<file path="src/rtl/pipe_ctrl_pkg.sv">
// pipe_ctrl_pkg: shared FSM encoding and control-bundle constants for the pipeline controller.
package pipe_ctrl_pkg;
  localparam logic [1:0] ST_RUN       = 2'd0;
  localparam logic [1:0] ST_MEM_WAIT  = 2'd1;
  localparam logic [1:0] ST_IRQ_DRAIN = 2'd2;
  typedef struct packed {
    logic pcwr;
    logic ifid_wr;
    logic ifid_flush;
    logic idex_stall;
    logic idex_hold;
    logic exmem_hold;
    logic irq_take;
  } ctrl_t;
  localparam ctrl_t CTRL_IDLE = ctrl_t'(7'b1100000);
endpackage

</file>
<file path="src/rtl/pipe_ctrl_hazard_detect.sv">
// hazard_detect: flags a load in EX whose destination is read by the instruction in ID.
module hazard_detect (
  input  logic       memrd,
  input  logic [4:0] ex_rt,
  input  logic [4:0] id_rs,
  input  logic [4:0] id_rt,
  input  logic       use_rt,
  output logic       hazard
);
  assign hazard = memrd && ex_rt != 5'd0 && (ex_rt == id_rs || (use_rt && ex_rt == id_rt));
endmodule

</file>
<file path="src/rtl/pipe_ctrl.sv">
// pipe_ctrl: pipeline stall/flush/freeze controller with memory-wait timeout and interrupt entry.
module pipe_ctrl
  import pipe_ctrl_pkg::*;
#(
  parameter int MEM_TIMEOUT = 15,
  parameter int CNT_W = 16
) (
  input  logic             clk,
  input  logic             reset,
  input  logic             IDEX_MemRd,
  input  logic [4:0]       IDEX_Rt,
  input  logic [4:0]       IFID_Rs,
  input  logic [4:0]       IFID_Rt,
  input  logic             IFID_UseRt,
  input  logic             BranchTaken,
  input  logic             MemReq,
  input  logic             MemReady,
  input  logic             IRQ,
  output logic             PCWr,
  output logic             IFID_Wr,
  output logic             IFID_Flush,
  output logic             IDEX_Stall,
  output logic             IDEX_Hold,
  output logic             EXMEM_Hold,
  output logic             IRQ_Take,
  output logic             MemErr,
  output logic [CNT_W-1:0] StallCnt
);
  localparam int WW = $clog2(MEM_TIMEOUT + 1);
  logic [1:0] state, state_n;
  logic [WW-1:0] wcnt;
  logic pending, irq_q, lu_q, hazard, mw, tmo, run_rules, lu, take;
  ctrl_t c;
  hazard_detect u_hz (
    .memrd (IDEX_MemRd),
    .ex_rt (IDEX_Rt),
    .id_rs (IFID_Rs),
    .id_rt (IFID_Rt),
    .use_rt(IFID_UseRt),
    .hazard(hazard)
  );
  // lu_q masks the hazard for the cycle after a stall so a load-use bubble is a single cycle
  always_comb begin
    tmo = state == ST_MEM_WAIT && wcnt >= WW'(MEM_TIMEOUT);
    mw = state == ST_MEM_WAIT ? !MemReady && !tmo : MemReq && !MemReady;
    run_rules = !mw && state != ST_IRQ_DRAIN;
    lu = run_rules && !BranchTaken && hazard && !lu_q;
    take = run_rules && !BranchTaken && !lu && pending;
    c = CTRL_IDLE;
    c.pcwr = !(mw || lu);
    c.ifid_wr = !(mw || lu);
    c.ifid_flush = (run_rules && (BranchTaken || take)) || (state == ST_IRQ_DRAIN && !mw);
    c.idex_stall = run_rules && (BranchTaken || lu || take);
    c.idex_hold = mw;
    c.exmem_hold = mw;
    c.irq_take = take;
    c = reset ? c : CTRL_IDLE;
    state_n = mw ? ST_MEM_WAIT : take ? ST_IRQ_DRAIN : ST_RUN;
  end
  assign {PCWr, IFID_Wr, IFID_Flush, IDEX_Stall, IDEX_Hold, EXMEM_Hold, IRQ_Take} = c;
  always_ff @(posedge clk) begin
    if (!reset) begin
      state <= ST_RUN;
      wcnt <= '0;
      pending <= 1'b0;
      irq_q <= 1'b0;
      lu_q <= 1'b0;
      MemErr <= 1'b0;
      StallCnt <= '0;
    end else begin
      state <= state_n;
      wcnt <= (state == ST_MEM_WAIT && mw) ? wcnt + 1'b1 : '0;
      pending <= (pending && !take) || (IRQ && !irq_q);
      irq_q <= IRQ;
      lu_q <= lu;
      if (tmo) MemErr <= 1'b1;
      if (!c.pcwr && !(&StallCnt)) StallCnt <= StallCnt + 1'b1;
    end
  end
endmodule

</file>
<file path="config.mk">
export PLATFORM = sky130hd
export DESIGN_NAME = pipe_ctrl
export DESIGN_NICKNAME = d
export VERILOG_FILES = /design/src/rtl/pipe_ctrl_pkg.sv /design/src/rtl/pipe_ctrl_hazard_detect.sv /design/src/rtl/pipe_ctrl.sv
export SDC_FILE = /design/constraint.sdc
export NUM_CORES = 1
export LEC_CHECK = 0
export BUFFER_PORTS_ARGS = -buffer_cell sky130_fd_sc_hd__buf_2
export CAP_MARGIN = 20
export CORE_MARGIN = 3
export CORE_UTILIZATION = 47
export CTS_BUF_LIST = sky130_fd_sc_hd__clkbuf_8
export DETAILED_ROUTE_END_ITERATION = 8
export PLACE_DENSITY_LB_ADDON = 0.25
export SLEW_MARGIN = 40
export SYNTH_ARGS = -nofsm -noshare
export SYNTH_HDL_FRONTEND = slang
export SYNTH_HIERARCHICAL = 1
export SYNTH_SLANG_ARGS = --single-unit
</file>
<file path="constraint.sdc">
create_clock -name clk -period 2.7 [get_ports clk]
set_clock_uncertainty 0.05 [all_clocks]
set_input_delay 0.54 -clock clk [delete_from_list [all_inputs] [get_ports clk]]
set_output_delay 0.54 -clock clk [all_outputs]
set_load 0.005 [all_outputs]
</file>
==> results of run 1 <==
==> final timing paths <==
kind | from | endpoint | slack, ns | depth (start not counted)
worst max-delay path | IDEX_Rt[0] | PCWr | 0.02 | 8
worst min-delay path | MemErr$_SDFFE_PN0P_ | MemErr$_SDFFE_PN0P_ | 0.42 | 2
worst max register to register | StallCnt[0]$_SDFFE_PN0P_ | StallCnt[15]$_SDFFE_PN0P_ | 0.50 | 7
worst min register to register | MemErr$_SDFFE_PN0P_ | MemErr$_SDFFE_PN0P_ | 0.42 | 2
==> area by class of cell <==
type,instances,share of cell area
multi-input combinational,136,0.491
sequential,26,0.277
timing repair buffer,54,0.169
clock buffer,3,0.0220
tap,31,0.0207
clock inverter,1,0.0160
inverter,2,0.00400
==> stage by stage <==
stage	setup TNS, ns	area (sq um)	utilization	worst slack [ns]	power [mW]
4_1_cts	0	1780	0.628	0.0153	0.806
2_1_floorplan	0	1430	-	0.00455	0.448
3_5_place_dp	-0.0104	1680	0.595	-0.00986	0.485
6_report	0	1880	0.663	0.0156	0.821
3_3_place_gp	0	1680	0.595	0.0348	0.482
5_1_grt	0	1880	0.663	0.0107	0.846
==> flip-flops by register name, indices dropped and copies added, names as in the netlist <==
register,cells
irq_q,1
StallCnt,16
lu_q,1
wcnt,4
MemErr,1
state,2
pending,1
==> cell usage after synthesis, drive strengths merged <==
library cell,instances,area share
dfxtp,26,0.37
nand2,13,0.034
a21oi,12,0.042
nand3,10,0.035
nor2,10,0.028
nor3,10,0.035
o21ai,9,0.032
or3,9,0.040
nand2b,8,0.035
xor2,8,0.049
nand4,6,0.031
buf,4,0.018
clkbuf,4,0.011
mux2i,4,0.028
nor2b,4,0.018
or4,4,0.021
xnor2,4,0.025
o31ai,3,0.016
or2,3,0.013
and4,2,0.012
ha,2,0.018
inv,2,0.0053
nor4,2,0.013
o311ai,2,0.012
o41ai,2,0.012
a31oi,1,0.0044
a32oi,1,0.0061
a41oi,1,0.0061
and2,1,0.0044
and3,1,0.0044
nor3b,1,0.0053
o32ai,1,0.0061
or3b,1,0.0061
or4b,1,0.0097
==> timing repair <==
item	CTS	global route
setup buffers	0	2
gates cloned	1	1
setup endpoints to repair	2	3
resized for setup	2	15
pin swaps	0	6
==> where the power goes <==
group	internal (mW)	switching [mW]
clock	0.198	0.127
combinational	0.0494	0.0544
sequential	0.388	0.00434
total	0.636	0.185
==> worst min-delay path: stages, from the launching register on <==
cell and delay, ns:
dfxtp_1 0.33, nor2_1 0.04, nor2_1 0.07
==> metal layers <==
metal	global-route usage	vias to the layer above
met3	0.0566	2
met1	0.251	702
met5	0	-
met4	0.0712	0
met2	0.343	66
li1	-	731
==> logic make-up (layout without fill, tap and decap cells) <==
group	count (synthesis)	in the layout
flops	26	26
simple gates	86	86
xor+xnor	12	12
mux	4	4
buf+inv	10	60
fa+ha+maj	2	2
compound gates	32	32
==> impl_metrics.tcl, run 1 <==
set metrics [dict create \
    start_kind "primary input" \
    p_per_area_nw_per_um2 437 \
    gp_congestion 0.812 \
    clk_pin_slew_worst_paths_ns 0.09 \
    arrival_ns 2.09 \
    endpoint_kind "primary output" \
    wl_met2_mm 1.96 \
    detail_route.vias_per_cell 5.93 \
    fin_nets 248 \
    synth.distinct_cells 41 \
    fillers 244 \
    place_hpwl_mm 2.70 \
    met1_length_mm 1.61 \
    drt_first_pass_iters 4 \
    period_share 0.994 \
    drc 0 \
    crit_path_frequent_cell "buf_2" \
    ir_drop_v 0.000414 \
    synth_simple_gate_area_frac 0.345 \
    num_antenna_cells 0 \
    syn_to_final_growth_pct 31.7 \
    initial_utilization 0.504 \
    wl_per_cell_um 15.4 \
    hp-class "reg -> reg" \
    multi_input_area_sq_um 921 \
    grt_use_total 0.204 \
    hold_viol_final 0 \
    layout.area.seq_sq_um 520 \
    slew_viol_final 0 \
    grt_pass1_vias 1348 \
    die_w_um 61.1 \
    drv_cap 0 \
    muxShareOfSynthArea 0.0281 \
    synthXorXnorAreaFrac 0.0737 \
    worstPathRequired_ns 2.11 \
    crit_buf_inv 3 \
    h-tree-depth 1 \
    fp-row-count 19 \
    port_buffers 46 \
    antenna_found_initial 0 \
    synth_seq_cells 26 \
    min_period_ns 2.68 \
    coreArea_sq_um 2830 \
    antenna_left 0 \
    hold_ws_ns 0.419 \
    synth_top_family_by_area "simple AND/OR/NAND/NOR gates" \
    grt_first_pass_wirelength_mm 5.76 \
    dp.cells 245 \
    holdBufCountCts 0 \
    grt-ovfl-total 0 \
    die_h_um 61.1 \
    outcome "completed" \
    rsz0062_at_grt "false" \
    worst_slew_pin_slew_ns 0.494 \
    crit_type "in -> out" \
    ys_seq_area_frac 0.365 \
    vias 1501 \
    final-setup-viol-count 0 \
    met3_wirelength_um 313 \
    fin_cells 253 \
    ios 47 \
    cp_max_fo 6 \
    leakage_nw 0.746 \
    max_stage_delay_ns 0.55 \
    path_cells "buf_2 -> or4_1 -> o21ai_1 -> a21oi_2 -> nor2b_4 -> a32oi_4 -> buf_6 -> buf_2" \
    ys_warn_count 6 \
    cts_tree "yes" \
    final_cell_mix "buf_2 (44), dfxtp_1 (26), nand2_1 (13), a21oi_1 (11), nand3_1 (10)" \
    cts_made_buffers 3 \
    cts_buffer_depth 2 \
    drive_above_1_share 0.324 \
    slew_headroom 0.666 \
    netlist_instances 172 \
    clock.fmax_ghz 0.373 \
    synth_fa_ha_area_frac 0.0176 \
    avgSynthCellArea_sq_um 8.29 \
    grt_max_degree 16 \
    syn_nets 197 \
    routed_wl_mm 3.89 \
    routed.top_layer "met4" \
    cp_top_family "simple AND/OR/NAND/NOR gates" \
    clk_latency_ns 0.27 \
    final_common_cell "buf_2" \
    root_buffer "clkbuf_8" \
    syn-cell-area_sq_um 1430 \
    drtIter0Drc 91 \
    cts_num_sinks 26 \
    die_area_sq_um 3730 \
    critPathSlowestCell "or4_1" \
    synth-compound-area-share 0.137 \
]
Note: power is estimated with default switching activity, not from simulation.
==> inputs of run 2 (changes only) <==
--- a/config.mk
+++ b/config.mk
@@ -8,12 +8,12 @@
 export BUFFER_PORTS_ARGS = -buffer_cell sky130_fd_sc_hd__buf_2
 export CAP_MARGIN = 20
 export CORE_MARGIN = 3
-export CORE_UTILIZATION = 47
+export CORE_UTILIZATION = 46
 export CTS_BUF_LIST = sky130_fd_sc_hd__clkbuf_8
+export CTS_CLUSTER_DIAMETER = 30
 export DETAILED_ROUTE_END_ITERATION = 8
 export PLACE_DENSITY_LB_ADDON = 0.25
 export SLEW_MARGIN = 40
 export SYNTH_ARGS = -nofsm -noshare
 export SYNTH_HDL_FRONTEND = slang
-export SYNTH_HIERARCHICAL = 1
 export SYNTH_SLANG_ARGS = --single-unit
==> run 2 against run 1 <==
Effect of this change: hold slack worse by 0.062 ns; largest cell class unchanged; utilization down 3.0 points; fmax up 1.6%; clock power down 23%; clock-buffer cell count up 1; cell count down 5.1%; non-clock buffer count up 1; synthesized area down 2.9%; global-route usage down 1.8 points.
==> impl_metrics.tcl, run 2 <==
set metrics [dict create \
    outcome "completed" \
    avgSynthCellArea_sq_um 8.81 \
    clk_latency_ns 0.27 \
    ir_drop_v 0.000234 \
    netlist_instances 157 \
    final_common_cell "buf_2" \
    slew_viol_final 0 \
    place_hpwl_mm 2.48 \
    cts_num_sinks 26 \
    drc 0 \
    syn_nets 182 \
    worst_slack_ns 0.0583 \
    r2r_start "wcnt[0]$_SDFF_PN0_" \
    cp-startpoint "IDEX_Rt[4]" \
    die_area_sq_um 3700 \
    synth_top_area_frac 0.376 \
    num_antenna_cells 0 \
    biggestRegsByFlops "StallCnt: 16 flops, wcnt: 4 flops, state: 2 flops" \
    hp-class "reg -> reg" \
    syn_to_final_growth_pct 28.5 \
    arrival_ns 2.05 \
    synth_seq_cells 26 \
    synthArstFlopShare 0 \
    start_kind "primary input" \
    cts_tree "yes" \
    hold_viol_final 0 \
    synth-edff-count 0 \
    antenna_left 0 \
    period_share 0.978 \
    drt_first_pass_iters 4 \
    grt-ovfl-total 0 \
    layout.area.seq_sq_um 522 \
    root_buffer "clkbuf_8" \
    clk_pin_slew_worst_paths_ns 0.09 \
    grt_max_degree 19 \
    place_area_sq_um 1660 \
    fin_util 0.634 \
    cts_buffer_depth 2 \
    worstPathRequired_ns 2.11 \
    largest_reg_flops 16 \
    die_h_um 60.9 \
    detail_route.vias_per_cell 5.75 \
    hold_ws_ns 0.357 \
    leakage_nw 0.744 \
    vias 1379 \
    port_buffers 46 \
    grt_use_total 0.187 \
    cts_made_buffers 3 \
    gp_congestion 0.782 \
    fin_area_sq_um 1780 \
    slew_headroom 0.659 \
    grt_pass1_vias 1304 \
    min_period_ns 2.64 \
    initial_utilization 0.493 \
    grt_first_pass_wirelength_mm 5.35 \
    syn-cell-area_sq_um 1380 \
    synth_area_leaders "dfxtp_1 (38%), xnor2_1 (7.0%), o31ai_1 (3.8%)" \
    cp_max_fo 3 \
    h-tree-depth 1 \
    synth.distinct_cells 43 \
    antenna_found_initial 0 \
    regMostFlops "StallCnt" \
    ys_seq_area_frac 0.376 \
    clock.fmax_ghz 0.379 \
    die_w_um 60.9 \
    ys_warn_count 0 \
    synth.most_common_cell "dfxtp_1" \
    hold_start "irq_q$_SDFF_PN0_" \
    coreArea_sq_um 2810 \
    multi_input_area_sq_um 830 \
    pre_cts_ws_ns 0.0212 \
    synthFlopType "dfxtp_1" \
    wl_per_cell_um 14.1 \
    routed_wl_mm 3.38 \
    yosys-top-cells-count "dfxtp_1 (26), nor2_1 (12), xnor2_1 (11), nand2_1 (10)" \
    rsz0062_at_grt "true" \
    drtIter0Drc 43 \
    ios 47 \
    p_per_area_nw_per_um2 420 \
    fin_nets 235 \
    fillers 249 \
    drv_cap 0 \
    endpoint_kind "primary output" \
    final-setup-viol-count 0 \
    worst_slew_pin_slew_ns 0.509 \
    crit_type "in -> out" \
    fp-row-count 19 \
    drive_above_1_share 0.325 \
    yosys.area.top_type "dfxtp_1" \
    final_cell_mix "buf_2 (44), dfxtp_1 (25), xnor2_1 (11), nor2_1 (11), nand2_1 (10)" \
]
==> run 2: metrics by stage <==
| stage | power, mW | TNS [ns] | instances |
|---|---|---|---|
| floorplan | 0.452 | 0 | 157 |
| global placement | 0.490 | 0 | 233 |
| detailed placement | 0.494 | 0 | 233 |
| CTS | 0.741 | 0 | 237 |
| global route | 0.777 | -0.0681 | 240 |
| finish | 0.747 | 0 | 240 |
==> run 2: layout make-up <==
type	instances	area share
timing repair buffer	55	0.177
inverter	5	0.0106
tap	31	0.0218
sequential	26	0.293
multi-input combinational	119	0.467
clock buffer	4	0.0310
==> run 2: worst paths after layout <==
path / endpoint / slack [ns] / cells after the start
max: IFID_Flush / 0.06 / 8
min: pending$_SDFF_PN0_ / 0.36 / 1
max reg2reg: StallCnt[10]$_SDFFE_PN0P_ / 0.27 / 8
min reg2reg: pending$_SDFF_PN0_ / 0.36 / 1
==> run 2: what timing repair did <==
action	CTS	global route
gates resized for setup	0	11
setup endpoints to repair	0	5
hold buffers	0	0
setup buffers	0	3
==> run 2: cells by family after synthesis <==
| family | share of synthesized area |
|---|---|
| buffers and inverters | 0.0407 |
| DFF | 0.376 |
| and+or+nand+nor | 0.243 |
| xor gates and xnor gates | 0.0823 |
| adders and majority gates | 0.0181 |
| AOI/OAI and AO/OA | 0.225 |
| muxes | 0.0145 |
==> run 2: layer usage <==
| metal | global-route usage | vias to the layer above | part of all wire |
|---|---|---|---|
| li1 | - | 690 | - |
| met1 | 0.230 | 645 | 0.43 |
| met2 | 0.327 | 39 | 0.51 |
| met3 | 0.0319 | 5 | 0.051 |
| met4 | 0.0650 | 0 | 0.012 |
| met5 | 0 | - | 0 |
==> run 2: critical path, cell delays in order <==
cell and delay [ns]:
buf_8 0.10, or4_4 0.54, o21ai_4 0.18, nor2_2 0.07, a211oi_2 0.23, and3_1 0.18, nand2b_1 0.09, buf_2 0.10
==> run 2: power by group <==
part / switching [mW] / internal (mW) / total, mW
Combinational: 0.0517 / 0.0544 / 0.106
Clock: 0.119 / 0.130 / 0.250
Sequential: 0.00400 / 0.387 / 0.391
